--- src/rtl/wc_tile_loader_pkg.sv ---
// Shared constants, FSM encoding and index helper for the Winograd F(2x2,3x3) tile loader.
package wc_tile_loader_pkg;

  localparam int DW = 10;
  localparam int K  = 3;
  localparam int T  = 4;
  localparam int NW = K * K;
  localparam int NX = T * T;
  localparam int CW = $clog2(NX);

  typedef enum logic [1:0] {
    ST_IDLE   = 2'd0,
    ST_LOAD_W = 2'd1,
    ST_LOAD_X = 2'd2,
    ST_HOLD   = 2'd3
  } state_t;

  localparam logic [CW-1:0] W_LAST = CW'(NW - 1);
  localparam logic [CW-1:0] X_LAST = CW'(NX - 1);

  function automatic logic [CW-1:0] idx_inc(input logic [CW-1:0] idx);
    return idx + CW'(1);
  endfunction

endpackage

--- src/rtl/wc_tile_loader_if.sv ---
// Stream-in and tile-out bundle between the pad stream, the loader and the Winograd core.
interface wc_tile_loader_if;
  import wc_tile_loader_pkg::*;

  // A word moves when d_valid & in_ready at a clock edge; a tile moves when
  // tile_valid & tile_ready. The sender holds its payload until that edge.
  logic [DW-1:0]    d_in;
  logic             d_valid;
  logic             frame_start;
  logic             in_ready;
  logic [NW*DW-1:0] w_flat;
  logic [NX*DW-1:0] x_flat;
  logic             tile_valid;
  logic             tile_ready;
  logic             w_loaded;

  modport master (
    output d_in, d_valid, frame_start, tile_ready,
    input  in_ready, w_flat, x_flat, tile_valid, w_loaded
  );

  modport slave (
    input  d_in, d_valid, frame_start, tile_ready,
    output in_ready, w_flat, x_flat, tile_valid, w_loaded
  );

endinterface

--- src/rtl/wc_tile_loader_shift_bank.sv ---
// Indexed write-enable register array exposed as one flat bus, entry i at [i*DW +: DW].
module wc_tile_loader_shift_bank #(
  parameter int DEPTH = 9,
  parameter int DW    = 10,
  parameter int IW    = 4
) (
  input  logic                clk,
  input  logic                rst,
  input  logic                i_we,
  input  logic [IW-1:0]       i_idx,
  input  logic [DW-1:0]       i_data,
  output logic [DEPTH*DW-1:0] o_flat
);

  logic [DEPTH*DW-1:0] r_flat;

  for (genvar g = 0; g < DEPTH; g++) begin : g_entry
    always_ff @(posedge clk or posedge rst) begin
      if (rst) begin
        r_flat[g*DW +: DW] <= '0;
      end else if (i_we && (i_idx == IW'(g))) begin
        r_flat[g*DW +: DW] <= i_data;
      end
    end
  end

  assign o_flat = r_flat;

endmodule

--- src/rtl/wc_tile_loader.sv ---
// Loads one 3x3 filter then repeated 4x4 tiles from the pad stream and presents them
// in parallel to the Winograd core; weights persist until the next frame_start.
module wc_tile_loader
  import wc_tile_loader_pkg::*;
(
  input  logic              clk,
  input  logic              rst,
  wc_tile_loader_if.slave   bus,
  output state_t            o_state
);

  state_t          r_state, w_next;
  logic [CW-1:0]   r_widx, r_xidx, w_widx_n, w_xidx_n, w_w_idx;
  logic            r_tile_valid, r_w_loaded, w_tv_n, w_wl_n;
  logic            w_in_ready, w_accept, w_w_we, w_x_we;

  // Ready comes straight from the registered state so it never depends on d_valid.
  assign w_in_ready = (r_state != ST_HOLD);
  assign w_accept   = bus.d_valid & w_in_ready;

  always_ff @(posedge clk or posedge rst) begin
    if (rst) begin
      r_state      <= ST_IDLE;
      r_widx       <= '0;
      r_xidx       <= '0;
      r_tile_valid <= 1'b0;
      r_w_loaded   <= 1'b0;
    end else begin
      r_state      <= w_next;
      r_widx       <= w_widx_n;
      r_xidx       <= w_xidx_n;
      r_tile_valid <= w_tv_n;
      r_w_loaded   <= w_wl_n;
    end
  end

  always_comb begin
    w_next   = r_state;
    w_widx_n = r_widx;
    w_xidx_n = r_xidx;
    w_tv_n   = r_tile_valid;
    w_wl_n   = r_w_loaded;
    w_w_we   = 1'b0;
    w_w_idx  = r_widx;
    w_x_we   = 1'b0;
    if (w_accept && bus.frame_start) begin
      // A new frame always restarts the filter, whatever was partially loaded.
      w_w_we   = 1'b1;
      w_w_idx  = '0;
      w_widx_n = CW'(1);
      w_wl_n   = 1'b0;
      w_next   = ST_LOAD_W;
    end else begin
      case (r_state)
        ST_IDLE: begin
          w_next = ST_IDLE;
        end
        ST_LOAD_W: begin
          if (w_accept) begin
            w_w_we = 1'b1;
            if (r_widx == W_LAST) begin
              w_widx_n = '0;
              w_xidx_n = '0;
              w_wl_n   = 1'b1;
              w_next   = ST_LOAD_X;
            end else begin
              w_widx_n = idx_inc(r_widx);
            end
          end
        end
        ST_LOAD_X: begin
          if (w_accept) begin
            w_x_we = 1'b1;
            if (r_xidx == X_LAST) begin
              w_tv_n = 1'b1;
              w_next = ST_HOLD;
            end else begin
              w_xidx_n = idx_inc(r_xidx);
            end
          end
        end
        ST_HOLD: begin
          if (r_tile_valid && bus.tile_ready) begin
            w_tv_n   = 1'b0;
            w_xidx_n = '0;
            w_next   = ST_LOAD_X;
          end
        end
        default: begin
          w_next = ST_IDLE;
        end
      endcase
    end
  end

  wc_tile_loader_shift_bank #(.DEPTH(NW), .DW(DW), .IW(CW)) u_w_bank (
    .clk    (clk),
    .rst    (rst),
    .i_we   (w_w_we),
    .i_idx  (w_w_idx),
    .i_data (bus.d_in),
    .o_flat (bus.w_flat)
  );

  wc_tile_loader_shift_bank #(.DEPTH(NX), .DW(DW), .IW(CW)) u_x_bank (
    .clk    (clk),
    .rst    (rst),
    .i_we   (w_x_we),
    .i_idx  (r_xidx),
    .i_data (bus.d_in),
    .o_flat (bus.x_flat)
  );

  assign bus.in_ready   = w_in_ready;
  assign bus.tile_valid = r_tile_valid;
  assign bus.w_loaded   = r_w_loaded;
  assign o_state        = r_state;

endmodule

--- src/flat_wrapper.sv ---
// flat-port wrapper written by rule: the top's interface ports become plain ports
module wc_tile_loader_flat import wc_tile_loader_pkg::*;
  (clk, rst, o_state, bus_d_in, bus_d_valid, bus_frame_start, bus_tile_ready, bus_in_ready, bus_w_flat, bus_x_flat, bus_tile_valid, bus_w_loaded);
  wc_tile_loader_if bus_i ();
  input  logic clk;
  input  logic rst;
  output state_t o_state;
  input wire logic [$bits(bus_i.d_in)-1:0] bus_d_in;
  input wire logic [$bits(bus_i.d_valid)-1:0] bus_d_valid;
  input wire logic [$bits(bus_i.frame_start)-1:0] bus_frame_start;
  input wire logic [$bits(bus_i.tile_ready)-1:0] bus_tile_ready;
  output wire logic [$bits(bus_i.in_ready)-1:0] bus_in_ready;
  output wire logic [$bits(bus_i.w_flat)-1:0] bus_w_flat;
  output wire logic [$bits(bus_i.x_flat)-1:0] bus_x_flat;
  output wire logic [$bits(bus_i.tile_valid)-1:0] bus_tile_valid;
  output wire logic [$bits(bus_i.w_loaded)-1:0] bus_w_loaded;
  assign bus_i.d_in = bus_d_in;
  assign bus_i.d_valid = bus_d_valid;
  assign bus_i.frame_start = bus_frame_start;
  assign bus_i.tile_ready = bus_tile_ready;
  assign bus_in_ready = bus_i.in_ready;
  assign bus_w_flat = bus_i.w_flat;
  assign bus_x_flat = bus_i.x_flat;
  assign bus_tile_valid = bus_i.tile_valid;
  assign bus_w_loaded = bus_i.w_loaded;
  wc_tile_loader u_core (.clk(clk), .rst(rst), .bus(bus_i), .o_state(o_state));
endmodule
--- config.mk ---
export PLATFORM = sky130hd
export DESIGN_NAME = wc_tile_loader_flat
export DESIGN_NICKNAME = d
export VERILOG_FILES = /design/src/rtl/wc_tile_loader_pkg.sv /design/src/rtl/wc_tile_loader_if.sv /design/src/rtl/wc_tile_loader_shift_bank.sv /design/src/rtl/wc_tile_loader.sv /design/src/flat_wrapper.sv
export SDC_FILE = /design/constraint.sdc
export NUM_CORES = 1
export LEC_CHECK = 0
export ABC_AREA = 1
export CAP_MARGIN = 25
export CORE_UTILIZATION = 50
export CTS_CLUSTER_DIAMETER = 120
export CTS_CLUSTER_SIZE = 20
export DETAILED_ROUTE_END_ITERATION = 8
export PLACE_DENSITY = 0.79
export SKIP_LAST_GASP = 1
export SYNTH_ARGS = -nofsm -noshare
export SYNTH_HDL_FRONTEND = slang
export SYNTH_HIERARCHICAL = 1
export SYNTH_SLANG_ARGS = --single-unit
--- constraint.sdc ---
create_clock -name clk -period 12.9 [get_ports clk]
set_clock_uncertainty 0.05 [all_clocks]
set_input_delay 1.935 -clock clk [delete_from_list [all_inputs] [get_ports clk]]
set_output_delay 1.935 -clock clk [all_outputs]
set_load 0.005 [all_outputs]
## Word-level counts from Yosys, hierarchy flattened

Cells that the tools add are included.
Widths: inputs -> output; s select.

| word-level totals | value |
|---|---|
| flip-flop bits (word level) | 262 |
| bits in latches | 0 |
| RAM bits | 0 |
| ROM bits | 0 |
| input port bits | 15 |
| word-level logic and storage cells | 144 |
| memories | 0 |

| operators by class | value |
|---|---|
| $add $sub $neg | 2 |
| multiply operators | 0 |
| divide/modulo/power cells | 0 |
| $lt $le $gt $ge | 0 |
| eq/ne operators | 39 |
| shift operators | 0 |
| muxes and demuxes | 31 |
| bitwise logic cells | 2 |
| reductions and logical operators | 40 |

Operators with widths:

| operator | count |
|---|---|
| $eq 4x4->1 const B | 10 |
| $mux 4 | 10 |
| $eq 4x3->1 const B | 8 |
| $logic_and 1x1->1 | 27 |
| $eq 4x2->1 const B | 4 |
| $ne 3x1->1 const B | 5 |
| $mux 1 | 12 |
| $mux 2 | 6 |
| $pmux 4 s3 | 1 |
| $ne 2x1->1 const B | 5 |
| $reduce_and 5->1 | 2 |
| $add 4x1->4 const B | 2 |
| $eq 4x1->1 const B | 2 |
| $logic_not 4->1 | 2 |
| $pmux 2 s4 | 1 |
| $reduce_bool 2->1 | 4 |
| $reduce_and 7->1 | 1 |
| $eq 2x2->1 const B | 2 |
| $ne 2x2->1 const B | 2 |
| $reduce_and 3->1 | 1 |
| $reduce_bool 3->1 | 1 |
| $eq 2x1->1 const B | 1 |
| $logic_not 2->1 | 1 |
| $pmux 1 s2 | 1 |
| other kinds (3) | 3 |

## Depth between registers and ports, before layout

Gate-level depths: netlist of run 1.

| depth | value |
|---|---|
| word-level depth | 6 |
| depth in mapped cells | 10 |
| gate-level depth less buffers | 9 |

## Hierarchy

The synthesis of run 1 kept the hierarchy.

Modules (own cells, without submodules):

| module | instances | cells an instance | area each (sq um) | sequential area each (sq um) |
|---|---|---|---|---|
| wc_tile_loader_shift_bank at u_core.u_x_bank | 1 | 750 | 6,458.7 | 4,003.8 |
| wc_tile_loader_shift_bank at u_core.u_w_bank | 1 | 439 | 3,973.8 | 2,252.2 |
| wc_tile_loader | 1 | 102 | 789.5 | 300.3 |

## Worst setup path before layout of run 1

No wires, ideal clock.

| timing path | value |
|---|---|
| path kind | input to register |
| start point | input port bus_frame_start |
| end point | register u_core.u_w_bank.r_flat[61] (netlist: u_core/u_w_bank/o_flat[61]) |
| setup time | 121 ps |
| data arrival time | 3,044 ps |
| path slack | 9,685 ps |
| stages | 7 |
| path through | nand3_4 inv_1 nor2_1 nand3_4 buf_6 o21bai_1 nand2_1 |

| on the way | value |
|---|---|
| longest elaborated chain between the ends | 4 |
| elaborated cells between the ends (all ways) | 5 |

RTL lines:

| what | line | source |
|---|---|---|
| start, declared | flat_wrapper.sv:10 | `input wire logic [$bits(bus_i.frame_start)-1:0] bus_frame_start;` |
| $logic_and 1x1->1 | wc_tile_loader.sv:46 | `if (w_accept && bus.frame_start) begin` |
| $mux 4 | wc_tile_loader.sv:46 |  |
| via u_core.w_w_idx[2] | wc_tile_loader.sv:13 | `logic [CW-1:0] r_widx, r_xidx, w_widx_n, w_xidx_n, w_w_idx;` |
| $eq 4x3->1 | wc_tile_loader_shift_bank.sv:21 | `end else if (i_we && (i_idx == IW'(g))) begin` |
| $logic_and 1x1->1 | wc_tile_loader_shift_bank.sv:21 |  |
| end signal, assigned by index | wc_tile_loader_shift_bank.sv:22 | `r_flat[g*DW +: DW] <= i_data;` |
| end, declared | wc_tile_loader_shift_bank.sv:15 | `logic [DEPTH*DW-1:0] r_flat;` |

The timed path passes the listed nets, and every way through them passes these cells.
A chain may end at the register's enable or synchronous reset.

## Final worst setup path of run 1

| timing path | value |
|---|---|
| start point | input port bus_d_valid |
| end point | register u_core.u_x_bank.r_flat[148] (netlist: u_core/u_x_bank/o_flat[148]) |

| on the way | value |
|---|---|
| longest elaborated chain between the ends | 5 |
| elaborated cells between the ends (all ways) | 6 |

RTL lines:

| what | line | source |
|---|---|---|
| start, declared | flat_wrapper.sv:9 | `input wire logic [$bits(bus_i.d_valid)-1:0] bus_d_valid;` |
| $and 1x1->1 (*) | wc_tile_loader.sv:19 | `assign w_accept = bus.d_valid & w_in_ready;` |
| $mux 1 | wc_tile_loader.sv:72 | `if (w_accept) begin` |
| $mux 1 | wc_tile_loader.sv:54 | `case (r_state)` |
| $mux 1 (*) | wc_tile_loader.sv:46 |  |
| via u_core.w_x_we | wc_tile_loader.sv:15 | `logic w_in_ready, w_accept, w_w_we, w_x_we;` |
| $logic_and 1x1->1 (*) | wc_tile_loader_shift_bank.sv:21 |  |
| end signal, assigned by index | wc_tile_loader_shift_bank.sv:22 |  |
| end, declared | wc_tile_loader_shift_bank.sv:15 |  |

The timed path passes the listed nets; every way through them passes the cells marked *.

==> reports/results.ini, run 1 <==
[outcome]
status = complete, no violations

[setup_path]
crit_type = in -> reg
cp.arrival_ps = 4610
path_max_fanout = 42
cp-start-kind = input pin
endpoint_kind = register
crit_required_ps = 13280

[synth]
synth_top_cell_area_share = 0.584
yosysTopAreaCell = dfrtp_1
synth_cell_type_count = 30
ys_seq_area_frac = 0.584
syn_inst = 1291
synthArstFlopShare = 1.00
synth-seq-cells = 262
synth_area_um2 = 11200
synthTopCellsByArea = dfrtp_1 58%, nand2_1 22%, nand4_1 4.6%
syn_nets = 1309
synth_edf_count = 0
yosys_warnings = 6
synth.avg_cell_area_um2 = 8.69
yosysMostFrequentCell = nand2_1
synth_top_flop_cell = dfrtp_1
synthTopCellsByCount = 668 x nand2_1, 262 x dfrtp_1, 83 x nand4_1

[layout]
nets = 1544
drive_above_1_share = 0.0656
final_util = 0.664
diodes = 0
area_delta_synth_final_pct = 29.5
nFillCells = 1779

[min_path]
hp-class = reg -> reg

[floorplanning]
ios = 270
std_cell_rows = 54
die_h_um = 152
coreArea_um2 = 21900
die_w_um = 152
die_area_um2 = 23000
start_util = 0.513

[clocking]
clock_path_buffers = 3
cts_root_buf = clkbuf_16
cts_tree = done
numCtsBuffers = 17
cts_resized = 0
cts_htree_levels = 1
path_clk_slew_ps = 80
clk-insertion-delay-late_ps = 480
clock-sinks = 262
post_cts_buffers = 0
ctsHoldBuffers = 0

[route]
viasPerCell = 5.39
routedWlPerCell_um = 18.3
postRouteWirelength_mm = 33.0
first_pass_iters = 7
drc = 0
vias = 9722
drt_iter0_drc = 684
ant_nets = 0

[global_routing]
track_usage = 0.286
grt_pass1_wl_mm = 52.6
antenna_found_initial = 0
globalRouteOverflowTotal = 0
grt_pass1_vias = 9426
grt_max_degree = 90

[timing]
worst_slew_margin_rel = 0.357
tns_ps = 0
grt_setup_unrepaired = false
whs_ps = 424
setup_viol = 0
maxSlewViolCount = 0
hold_violations = 0
fmax_ghz = 0.236
period_needed_ps = 4230
finalCritPeriodShare = 0.328
final.setup.worst_slack_ps = 8670
worst_slew_pin_slew_ps = 961

[power_and_ir_drop]
p_per_area_nw_per_um2 = 160
p_leak_nw = 7.38
ir_drop_mv = 0.0920

[place]
place_ws_ps = 8270
io_buffer_count = 269
place_congestion = 0.869
dp_hpwl_mm = 21.1

[run]
maxCapViolCount = 0

==> area by class of cell <==
class	count	area, um2	area share
Timing Repair Buffer	285	2830	0.195
Clock buffer	17	425	0.0293
Tap cell	280	350	0.0241
Sequential cell	262	6560	0.451
Clock inverter	1	20.0	0.00138
Multi-Input combinational cell	893	4090	0.281
Inverter	67	258	0.0177
==> sequential cells by signal, indices dropped and copies added, names as in the netlist <==
| signal | flops |
|---|---|
| u_core/bus.tile_valid | 1 |
| u_core/bus.w_loaded | 1 |
| u_core/o_state | 2 |
| u_core/r_widx | 4 |
| u_core/r_xidx | 4 |
| u_core/u_w_bank/o_flat | 90 |
| u_core/u_x_bank/o_flat | 160 |
==> path summary, 6_finish.rpt <==
path	cells past startpoint	to	startpoint	slack (ps)
worst max-delay path	8	u_core/u_x_bank/o_flat[148]	bus_d_valid	8670
worst min-delay path	2	u_core/u_x_bank/o_flat[37]	u_core/u_x_bank/o_flat[37]	420
worst max register to register	9	u_core/u_w_bank/o_flat[14]	u_core/o_state[1]	10000
worst min register to register	2	u_core/u_x_bank/o_flat[37]	u_core/u_x_bank/o_flat[37]	420
max in group asynchronous	3	u_core/u_x_bank/o_flat[116]	rst	9310
min in group asynchronous	2	u_core/o_state[1]	rst	1910
==> layout by cell type, fill, tap and decap left out, drive strengths merged, types with 2 or more instances in the layout <==
cell	instances
nand3	32
inv	66
nor3b	2
clkinv	2
ha	3
nor2	44
clkbuf	17
dfrtp	262
nand4	83
a21oi	3
nand2	675
clkdlybuf4s50	269
xor2	2
buf	16
o21ai	5
o21bai	40
==> logic make-up (layout without fill, tap and decap cells) <==
logic type	Yosys count	count (layout)	share of synthesized area
buf+inv	136	370	0.0524
compound gates	49	49	0.0356
xor+xnor	3	3	0.00234
simple gates	838	838	0.322
fa+ha+maj	3	3	0.00335
flops	262	262	0.584
==> worst max-delay path: stages <==
cell and delay, ps:
clkdlybuf4s50_1 580, inv_1 120, nor3_2 230, buf_4 420, nand3_1 550, nor2_2 580
nand2_1 90, nand2_1 90
==> metrics by stage <==
step / instance area (um2) / power, mW / cells
2_1_floorplan: 11200 / 1.44 / 1291
3_3_place_gp: 14100 / 1.80 / 1786
3_5_place_dp: 14100 / 1.83 / 1787
4_1_cts: 14500 / 2.34 / 1805
5_1_grt: 14500 / 2.45 / 1805
6_report: 14500 / 2.32 / 1805
==> power by group <==
part / switching, mW / internal, mW
clock network: 0.270 / 0.240
registers: 0.117 / 0.969
logic: 0.366 / 0.362
total: 0.754 / 1.57
==> routing by layer <==
layer | up-vias | share of wire | track usage
met5 | - | 0 | 0
met2 | 439 | 0.48 | 0.472
li1 | 4510 | - | -
met1 | 4701 | 0.40 | 0.368
met4 | 0 | 0.029 | 0.0895
met3 | 72 | 0.098 | 0.0784
Power figures use the tool's default switching activity.
==> run 2: changes to the inputs <==
==> constraint.sdc (replaced) <==
create_clock -name clk -period 3.9 [get_ports clk]
set_clock_uncertainty 0.05 [all_clocks]
set_input_delay 0.585 -clock clk [delete_from_list [all_inputs] [get_ports clk]]
set_output_delay 0.585 -clock clk [all_outputs]
set_load 0.005 [all_outputs]
==> run 2 against run 1 <==
  * Power grew to 3.3 times the previous value
  * Combinational power grew to 3.4 times the previous value
  * Largest power group unchanged
  * Worst setup slack worse by 7500 ps
  * Clock power rose to 3.3 times the previous value
  * Critical path depth increased by 1
  * Critical path type is now reg -> reg
  * Largest cell class unchanged
==> reports/results.ini, run 2 (synthesized netlist as in run 1, its figures left out) <==
[power_and_ir_drop]
total_power_mw = 7.76
p_per_area_nw_per_um2 = 532
p_leak_nw = 7.41
ir_drop_mv = 0.328

[route]
first_pass_iters = 5
drc = 0
ant_nets = 0
postRouteWirelength_mm = 33.9
viasPerCell = 5.38
routedWlPerCell_um = 18.7
drt_iter0_drc = 773
vias = 9741

[setup_path]
crit_required_ps = 4230
crit_end = u_core/u_w_bank/o_flat[86]
r2r_end = u_core/u_w_bank/o_flat[86]
path_max_fanout = 11
critical-path-max-stage-delay_ps = 580
rrSetupSlack_ps = 1130
r2r_cells = 9
cp-start-kind = register
endpoint_kind = register
cpMaxStageDelayCell = dfrtp_1
crit_top_cell = nand2_1
crit_type = reg -> reg
cp-startpoint = u_core/o_state[1]
cp_num_buf_inv = 2
crit_family = simple AND/OR/NAND/NOR gates
cp.depth = 9
r2r_start = u_core/o_state[1]
cp_cell_sequence = nand2_1 -> nand3_4 -> inv_1 -> nor2_1 -> inv_1 -> nor2_1 -> nand3_2 -> nand2_1 -> nand2_1
cp.arrival_ps = 3100

[layout]
fin_area_um2 = 14600
final_cell_mix = 667 x nand2_1, 269 x clkdlybuf4s50_1, 262 x dfrtp_1
area_delta_synth_final_pct = 30.0
nFillCells = 1789
largest_reg_flops = 160
layout_commonest_cell = nand2_1
drive_above_1_share = 0.0698
nets = 1551
diodes = 0

[run]
maxCapViolCount = 0

[floorplanning]
ios = 270
die_w_um = 152
die_area_um2 = 23000
coreArea_um2 = 21900
die_h_um = 152
start_util = 0.513
std_cell_rows = 54

[timing]
setup_viol = 0
maxSlewViolCount = 0
tns_ps = 0
hold_violations = 0
worst_slew_margin_rel = 0.295
worst_slew_pin_slew_ps = 1050
period_needed_ps = 2770
fmax_ghz = 0.361
grt_setup_unrepaired = false
whs_ps = 405
finalCritPeriodShare = 0.711

[clocking]
post_cts_buffers = 0
numCtsBuffers = 17
cts_root_buf = clkbuf_16
cts_resized = 0
clk-insertion-delay-late_ps = 490
cts_tree = done
clock_path_buffers = 3
ctsHoldBuffers = 0
cts_htree_levels = 1
path_clk_slew_ps = 80
clock-sinks = 262

[place]
io_buffer_count = 269
place_congestion = 0.839
dpl_cell_area_um2 = 14100
dp_hpwl_mm = 22.3

[global_routing]
globalRouteOverflowTotal = 0
grt_pass1_wl_mm = 53.6
antenna_found_initial = 0
grt_max_degree = 161
track_usage = 0.293
grt_pass1_vias = 9449

[outcome]
status = complete, no violations

[min_path]
hp-class = in -> async

-- run 2: cell count changes in the layout (fill, tap and decap cells not counted), sizes merged --
cell | before | now
buf | 16 | 23
clkinvlp | 0 | 1
inv | 66 | 65
-- run 2: worst reg2reg max path: stages (launching register included) --
cell	delay, ps
dfrtp_1	580
nand2_1	190
nand3_4	150
inv_1	150
nor2_1	280
inv_1	140
nor2_1	550
nand3_2	350
nand2_1	140
nand2_1	70
-- run 2: how the worst min path moves through the flow --
stage	startpoint	to	slack (ps)	cells past startpoint
global route	rst	u_core/u_w_bank/o_flat[72]	400	2
CTS	rst	u_core/u_w_bank/o_flat[77]	390	2
finish	rst	u_core/u_w_bank/o_flat[72]	400	2
global placement	u_core/u_x_bank/o_flat[159]	u_core/u_x_bank/o_flat[159]	400	2
floorplan	rst	u_core/bus.tile_valid	400	1
detailed placement	u_core/u_x_bank/o_flat[40]	u_core/u_x_bank/o_flat[40]	410	2
-- run 2: cell type report --
| class | instances | area [um2] | share of cell area |
|---|---|---|---|
| Tap cell | 280 | 350 | 0.0240 |
| Sequential cell | 262 | 6560 | 0.449 |
| Inverter | 67 | 256 | 0.0176 |
| Timing Repair Buffer | 292 | 2900 | 0.199 |
| Clock buffer | 17 | 425 | 0.0292 |
| Clock inverter | 1 | 20.0 | 0.00137 |
| Multi-Input combinational cell | 893 | 4090 | 0.280 |
-- run 2: routing by layer --
| metal | wire length [um] | track usage |
|---|---|---|
| met2 | 16000 | 0.469 |
| met4 | 1030 | 0.100 |
| met3 | 3210 | 0.0716 |
| met5 | 0 | 0 |
| met1 | 13600 | 0.390 |
-- run 2: stage by stage --
step	instances	util	worst slack, ps
2_1_floorplan	1291	-	930
3_3_place_gp	1793	0.645	797
3_5_place_dp	1794	0.646	758
4_1_cts	1812	0.667	1180
5_1_grt	1812	0.667	883
6_report	1812	0.667	1130
-- run 2: report_power, final --
| part | internal [mW] | switching, mW | total [mW] | leakage [nW] |
|---|---|---|---|---|
| Combinational | 1.22 | 1.26 | 2.48 | 3.81 |
| Sequential | 3.21 | 0.382 | 3.59 | 3.38 |
| Clock | 0.794 | 0.901 | 1.69 | 0.219 |
| Total | 5.22 | 2.54 | 7.76 | 7.41 |
==> run 3: changes to the inputs <==
--- a/config.mk
+++ b/config.mk
@@ -7,11 +7,11 @@
 export LEC_CHECK = 0
 export ABC_AREA = 1
 export CAP_MARGIN = 25
-export CORE_UTILIZATION = 50
+export CORE_UTILIZATION = 45
 export CTS_CLUSTER_DIAMETER = 120
 export CTS_CLUSTER_SIZE = 20
 export DETAILED_ROUTE_END_ITERATION = 8
-export PLACE_DENSITY = 0.79
+export PLACE_DENSITY = 0.75
 export SKIP_LAST_GASP = 1
 export SYNTH_ARGS = -nofsm -noshare
 export SYNTH_HDL_FRONTEND = slang
==> constraint.sdc (replaced) <==
create_clock -name clk -period 2.5 [get_ports clk]
set_clock_uncertainty 0.05 [all_clocks]
set_input_delay 0.375 -clock clk [delete_from_list [all_inputs] [get_ports clk]]
set_output_delay 0.375 -clock clk [all_outputs]
set_load 0.005 [all_outputs]
==> run 3 against run 2 <==
  * Worst hold slack got worse by 86 ps
  * Critical path depth stayed put
  * Maximum frequency increased by 26%
  * Register-to-register slack got worse by 830 ps
  * Count of clock-buffer cells in the layout unchanged
  * Die area increased by 11%
  * Clock power increased by 59%
  * First-iteration DRC count down 6.5%
  * Final area increased by 2.0%
  * Power is 57% higher
  * Critical path type unchanged
  * Critical endpoint is now u_core/u_w_bank/o_flat[10]
  * Largest cell class unchanged
  * Largest power group unchanged
==> reports/results.ini, run 3 (synthesized netlist as in run 1, its figures left out) <==
[outcome]
status = complete, no violations

[layout]
layout_commonest_cell = nand2_1
drive_above_1_share = 0.0848
layout.cells.non_filler = 1881
final_cell_mix = 667 x nand2_1, 269 x clkdlybuf4s50_1, 262 x dfrtp_1
multi_input_comb_area_um2 = 4090
area_delta_synth_final_pct = 32.6
final_util = 0.610
fin_area_um2 = 14900
area.sequential_um2 = 6560
nFillCells = 2112
diodes = 0
nets = 1575
largest_reg_flops = 160

[timing]
worst_slew_margin_rel = 0.657
fmax_ghz = 0.454
setup_viol = 0
maxSlewViolCount = 0
worst_slew_pin_slew_ps = 514
whs_ps = 318
tns_ps = 0
grt_setup_unrepaired = false
period_needed_ps = 2200
finalCritPeriodShare = 0.881
hold_violations = 0

[route]
top_layer = met4
viasPerCell = 5.16
vias = 9703
first_pass_iters = 5
drt_iter0_drc = 723
m1WireLength_mm = 14.2
ant_nets = 0
drc = 0
postRouteWirelength_mm = 33.7
routedWlPerCell_um = 17.9
met3_length_mm = 3.03
dr_wl_met2_mm = 15.7

[setup_path]
endpoint_kind = register
cp-start-kind = register
cp.arrival_ps = 2530
crit_required_ps = 2830
r2r_cells = 9
crit_type = reg -> reg
path_max_fanout = 10

[place]
dpl_cell_area_um2 = 14400
dpl.cell_count = 1862
dp_hpwl_mm = 21.8
io_buffer_count = 269
place_congestion = 0.851

[floorplanning]
std_cell_rows = 57
die_h_um = 160
die_w_um = 160
coreArea_um2 = 24400
ios = 270
die_area_um2 = 25600
start_util = 0.460

[clocking]
post_cts_buffers = 0
clock_path_buffers = 3
cts_resized = 0
path_clk_slew_ps = 80
cts_root_buf = clkbuf_16
cts_tree = done
clock-sinks = 262
ctsHoldBuffers = 0
cts_htree_levels = 1
clk-insertion-delay-late_ps = 500
numCtsBuffers = 17

[global_routing]
grt_pass1_wl_mm = 53.3
track_usage = 0.265
antenna_found_initial = 0
grt_max_degree = 91
grt_pass1_vias = 9357
globalRouteOverflowTotal = 0

[power_and_ir_drop]
seqPwrFrac = 0.457
clkPwrFrac = 0.220
p_per_area_nw_per_um2 = 821
p_leak_nw = 7.54
swShare = 0.325
ir_drop_mv = 0.562
intPower_mw = 8.25
p_sw_mw = 3.98
comb_power_share = 0.323

[run]
maxCapViolCount = 0

[min_path]
hp-class = in -> async

run 3: cell types whose count changed in the layout (fill, tap and decap cells not counted), sizes merged:
cell      change
clkinvlp      +1
inv           +1
buf          +24
clkinv        -1
run 3: path summary, 6_finish.rpt:
kind | from | end | slack [ps]
max in group asynchronous | rst | u_core/u_x_bank/o_flat[116] | 1580
hold / removal | rst | u_core/r_xidx[0] | 320
setup / recovery | u_core/o_state[0] | u_core/u_w_bank/o_flat[10] | 300
min in group clk | u_core/u_x_bank/o_flat[127] | u_core/u_x_bank/o_flat[127] | 420
setup reg to reg | u_core/o_state[0] | u_core/u_w_bank/o_flat[10] | 300
hold reg to reg | u_core/u_x_bank/o_flat[127] | u_core/u_x_bank/o_flat[127] | 420
run 3: cell type report:
| class | instances | area share |
|---|---|---|
| clock buffers | 17 | 0.0286 |
| clock inverters | 2 | 0.00193 |
| inverters | 67 | 0.0174 |
| multi-input cells | 893 | 0.275 |
| flip-flops and latches | 262 | 0.441 |
| well taps | 324 | 0.0272 |
| repair buffers | 316 | 0.210 |
run 3: critical path, stage by stage (launching register included):
cell and delay (ps):
dfrtp_1 470, nand2_1 150, nand3_4 80, inv_1 90, nor2_1 390, inv_1 110
nor2_1 280, nand3_2 260, nand2_1 140, nand2_1 50
run 3: metal layers:
layer	up-vias	track usage
li1	4554	-
met3	49	0.0717
met5	-	0
met2	388	0.422
met1	4712	0.360
met4	0	0.0706
run 3: power groups by stage:
stage	sequential, mW	combinational, mW	clock (mW)
floorplan	5.55	1.87	0
global placement	5.65	3.84	0
detailed placement	5.66	3.94	0
CTS	5.58	3.96	2.76
global route	5.68	4.31	2.87
finish	5.59	3.94	2.69
run 3: metrics by stage:
step	total power, mW	worst slack, ps
final	12.2	299
after floorplan	7.42	46.2
after global routing	12.9	46.1
after detailed placement	9.60	-29.8
after CTS	12.3	300
after global placement	9.48	72.1
